--- src/rtl/ysyx_24110006_ifu.sv ---
// Instruction fetch unit: issues one read per PC, returns the instruction to
// decode as a one-cycle pulse, then waits for the next PC from writeback.
// Any misaligned PC, bus error or read timeout parks the unit in HALT until reset.
module ysyx_24110006_ifu #(
  parameter logic [31:0] RESET_PC = 32'h8000_0000,
  parameter int          TIMEOUT  = 255
) (
  input  logic        i_clock,
  input  logic        i_reset,
  input  logic        i_pc_valid,
  input  logic [31:0] i_dnpc,
  output logic        o_arvalid,
  output logic [31:0] o_araddr,
  input  logic        i_arready,
  input  logic        i_rvalid,
  input  logic [31:0] i_rdata,
  input  logic [1:0]  i_rresp,
  output logic        o_rready,
  output logic        o_valid,
  output logic [31:0] o_inst,
  output logic [31:0] o_pc,
  output logic        o_fault,
  output logic [1:0]  o_fault_cause
);

  typedef enum logic [2:0] {
    S_ADDR,
    S_DATA,
    S_OUT,
    S_WAIT,
    S_HALT
  } state_t;

  // Counter wide enough to hold TIMEOUT-1; the last waiting cycle is the one
  // where the counter already shows TIMEOUT-1.
  localparam int            CW           = (TIMEOUT < 2) ? 1 : $clog2(TIMEOUT + 1);
  localparam logic [CW-1:0] TIMEOUT_LAST = CW'(TIMEOUT - 1);

  localparam logic [1:0] CAUSE_MISALIGN = 2'b01;
  localparam logic [1:0] CAUSE_BUS      = 2'b10;
  localparam logic [1:0] CAUSE_TIMEOUT  = 2'b11;

  state_t          state_reg,  state_next;
  logic [31:0]     pc_reg,     pc_next;
  logic [31:0]     inst_reg,   inst_next;
  logic [31:0]     pc_out_reg, pc_out_next;
  logic            fault_reg,  fault_next;
  logic [1:0]      cause_reg,  cause_next;
  logic [CW-1:0]   count_reg,  count_next;

  // State and datapath registers; reset abandons any transaction in flight.
  always_ff @(posedge i_clock) begin
    if (i_reset) begin
      state_reg  <= S_ADDR;
      pc_reg     <= RESET_PC;
      inst_reg   <= 32'h0;
      pc_out_reg <= 32'h0;
      fault_reg  <= 1'b0;
      cause_reg  <= 2'b00;
      count_reg  <= '0;
    end else begin
      state_reg  <= state_next;
      pc_reg     <= pc_next;
      inst_reg   <= inst_next;
      pc_out_reg <= pc_out_next;
      fault_reg  <= fault_next;
      cause_reg  <= cause_next;
      count_reg  <= count_next;
    end
  end

  // Next-state and register updates; everything holds unless a state acts on it.
  always_comb begin
    state_next  = state_reg;
    pc_next     = pc_reg;
    inst_next   = inst_reg;
    pc_out_next = pc_out_reg;
    fault_next  = fault_reg;
    cause_next  = cause_reg;
    count_next  = count_reg;
    case (state_reg)
      S_ADDR: begin
        if (i_arready) begin
          state_next = S_DATA;
          count_next = '0;
        end
      end
      S_DATA: begin
        if (i_rvalid) begin
          if (i_rresp == 2'b00) begin
            inst_next   = i_rdata;
            pc_out_next = pc_reg;
            state_next  = S_OUT;
          end else begin
            state_next = S_HALT;
            fault_next = 1'b1;
            cause_next = CAUSE_BUS;
          end
        end else if (count_reg == TIMEOUT_LAST) begin
          state_next = S_HALT;
          fault_next = 1'b1;
          cause_next = CAUSE_TIMEOUT;
        end else begin
          count_next = count_reg + CW'(1);
        end
      end
      S_OUT: begin
        state_next = S_WAIT;
      end
      S_WAIT: begin
        if (i_pc_valid) begin
          pc_next = i_dnpc;
          if (i_dnpc[1:0] != 2'b00) begin
            state_next = S_HALT;
            fault_next = 1'b1;
            cause_next = CAUSE_MISALIGN;
          end else begin
            state_next = S_ADDR;
          end
        end
      end
      S_HALT: begin
        state_next = S_HALT;
      end
      default: begin
        state_next = S_HALT;
      end
    endcase
  end

  // Handshake outputs come from the state alone, so they are mutually exclusive.
  assign o_arvalid     = (state_reg == S_ADDR);
  assign o_rready      = (state_reg == S_DATA);
  assign o_valid       = (state_reg == S_OUT);
  assign o_araddr      = pc_reg;
  assign o_inst        = inst_reg;
  assign o_pc          = pc_out_reg;
  assign o_fault       = fault_reg;
  assign o_fault_cause = cause_reg;

endmodule

--- config.mk ---
export PLATFORM = sky130hd
export DESIGN_NAME = ysyx_24110006_ifu
export DESIGN_NICKNAME = d
export VERILOG_FILES = /design/src/rtl/ysyx_24110006_ifu.sv
export SDC_FILE = /design/constraint.sdc
export NUM_CORES = 1
export LEC_CHECK = 0
export CAP_MARGIN = 30
export CORE_ASPECT_RATIO = 1.1
export CORE_MARGIN = 3
export CORE_UTILIZATION = 42
export DETAILED_ROUTE_END_ITERATION = 8
export PLACE_DENSITY = 0.79
export SYNTH_ARGS = -nofsm -noshare
export SYNTH_HDL_FRONTEND = slang
export SYNTH_SLANG_ARGS = --single-unit
export TNS_END_PERCENT = 5
--- constraint.sdc ---
create_clock -name i_clock -period 2.2 [get_ports i_clock]
set_clock_uncertainty 0.2 [all_clocks]
set_input_delay 0.44 -clock i_clock [delete_from_list [all_inputs] [get_ports i_clock]]
set_output_delay 0.44 -clock i_clock [all_outputs]
set_load 0.1 [all_outputs]
==> metrics <==
outcome=finished, final reports clean; GRT overflow=0; Crit. End Element=output port; Routed Antenna Nets=0; register area share after synthesis=0.542; postcts setup bufs=0; # IOs=approximately 170; CP Cell Sequence=or3b_4 > inv_1 > buf_12; #FFs+latches synth=110; site row count=37; share of post-route cells with drive strength above 1=0.217; Post-CTS Hold Buffers=0; GPL Wtd Cong=between 0.9 and 1; Max Buffers Root-to-Sink=2; ys async rst share=0; critical path class=flop to output port; Starting DRT DRC Count=between 200 and 300; most frequent cells in the layout=195 x nand2_1, 109 x buf_4, 108 x dfxtp_1, 100 x a21oi_1, 69 x clkdlybuf4s50_1; fin cells=just under 800; Setup WS post-layout=roughly 0.052 ns; total CTS buffers=9; post-CTS sizing=3; Overall Global Routing Usage=0.206; EDFF count, synth=0; routed vias=between 4000 and 5000; crit path max fanout=7; Fin. Hold Viols=0; Max VDD drop=0.443 mV; Root Driver=clkbuf_8; hpwl dp=between 8000 and 9000 µm; commonest non-fill, non-tap cell in the layout=nand2_1; max-cap violations=0; layout filler cell count=around 820; chip height=approximately 110 µm; PortBufs=between 150 and 200; WP data arrival=about 1.5 ns; H-tree depth=3; Cells after Synth=a little over 500; CP max stage delay=between 0.4 and 0.5 ns; WL/cell=~14 µm; First-pass DRT Iterations=4; Cell Pwr Density=between 600 and 700 nW/µm²; Mapped Area=slightly above 4000 µm²; placed cells=about 780; TritonCTS clock tree=built; leak pwr=2.29 nW; Initial Util=0.432; initial antenna violation count=1; Synth warnings=0; Synth area leader=dfxtp_1; Vias per Instance=5.06; worst slack, placed=-0.0434 ns; post-synthesis cell type count=36; Yosys top cell area share=0.542; Hold WC Path Type=flop to flop; clock sinks=110; largest net degree at the start of global routing=between 70 and 80; Setup crit start kind=flop; Rel. slew slack=0.554; Core ar.=9400 µm²; first-pass GRT wire length=between 15000 and 20000 µm; Die Span X=roughly 100 µm; Antenna Cells=0; crit path time final=around 2.1 ns; Area Overhead vs Synth=47.5%; Clock Latency Late Sink=approximately 0.36 ns; # DRC=0; Worst Max-Slew Pin Slew=~0.67 ns; unrepaired setup endpoints after global routing=no; Critical-path top delay cell=or3b_4; clock slew at reported path FFs=roughly 0.09 ns; routed wire length=around 11000 µm; die area=10900 µm²; Setup Viol. Count Final=0; FMAX=between 400 and 500 MHz; Syn Area/Cell=between 7 and 8 µm²; fin crit share=0.977; total power=between 3 and 4 mW; vias in the first global route=~3800; final count of pins violating max slew=0; dominant synthesized flop cell=dfxtp_1; # nets final=around 750; syn_nets=between 500 and 600; ranking of synthesized cells by area=dfxtp_1 54%, nand2_1 18%, a21oi_1 12%; Worst EP required=between 1.5 and 2 ns
[critical path, delay by kind of cell, from the launching register on]
| kind | cells | cell delay [ns] |
|---|---|---|
| buffers and inverters | 2 | 0.31 |
| DFF | 1 | 0.38 |
| and+or+nand+nor | 1 | 0.44 |
[synthesized netlist by cell type (all sizes together), types with 2 or more instances]
cell / n
inv: 10
nand2: 195
a311oi: 2
buf: 21
nand3: 10
nor2: 6
and3: 2
or4: 2
clkbuf: 14
o211ai: 2
or3: 2
nor2b: 2
nand3b: 4
dfxtp: 110
o31ai: 2
a21oi: 100
ha: 2
nand4: 2
nand2b: 2
a31oi: 5
[metal layers]
| metal | GRT usage | part of all wire | vias up |
|---|---|---|---|
| met4 | 0.0898 | 0.025 | 2 |
| li1 | - | - | 2000 |
| met1 | 0.233 | 0.40 | 1841 |
| met2 | 0.362 | 0.49 | 150 |
| met5 | 0 | 0.00070 | - |
| met3 | 0.0569 | 0.084 | 24 |
[metrics by stage]
stage	instance area, µm²	hold WS, ns	util	TNS (ns)
finish	5990	0.260	0.638	0
global placement	5760	0.241	0.613	-0.0124
floorplan	4080	0.283	-	0
global route	5990	0.279	0.638	0
detailed placement	5760	0.247	0.613	-0.155
CTS	5990	0.261	0.638	0
[power breakdown]
part | total (mW) | switching (mW) | internal (mW)
logic | 0.501 | 0.294 | 0.207
registers | 2.03 | 0.0182 | 2.01
clock network | 1.37 | 0.660 | 0.711
total | 3.90 | 0.973 | 2.93
[worst paths after layout]
kind	slack, ns	cells past startpoint	from	endpoint
setup / recovery	0.05	3	state_reg[2]	o_rready
hold reg to reg	0.26	2	o_fault_cause[0]	o_fault_cause[0]
setup reg to reg	0.26	6	count_reg[0]	count_reg[7]
hold / removal	0.26	2	o_fault_cause[0]	o_fault_cause[0]
[cells by family after synthesis]
family                     share of synthesized area
buffers and inverters                         0.0508
muxes                                        0.00277
and+or+nand+nor                                0.242
adders and majority gates                    0.00616
DFF                                            0.542
AOI/OAI and AO/OA                              0.157
[cell type report]
type,instances,area [µm²],area share
sequential,110,2200,0.368
inverter,10,37.5,0.00626
tap,117,146,0.0244
multi-input combinational,354,1680,0.281
timing repair buffer,187,1690,0.282
clock inverter,4,77.6,0.0129
clock buffer,12,155,0.0259
(Power assumes the default switching activity.)
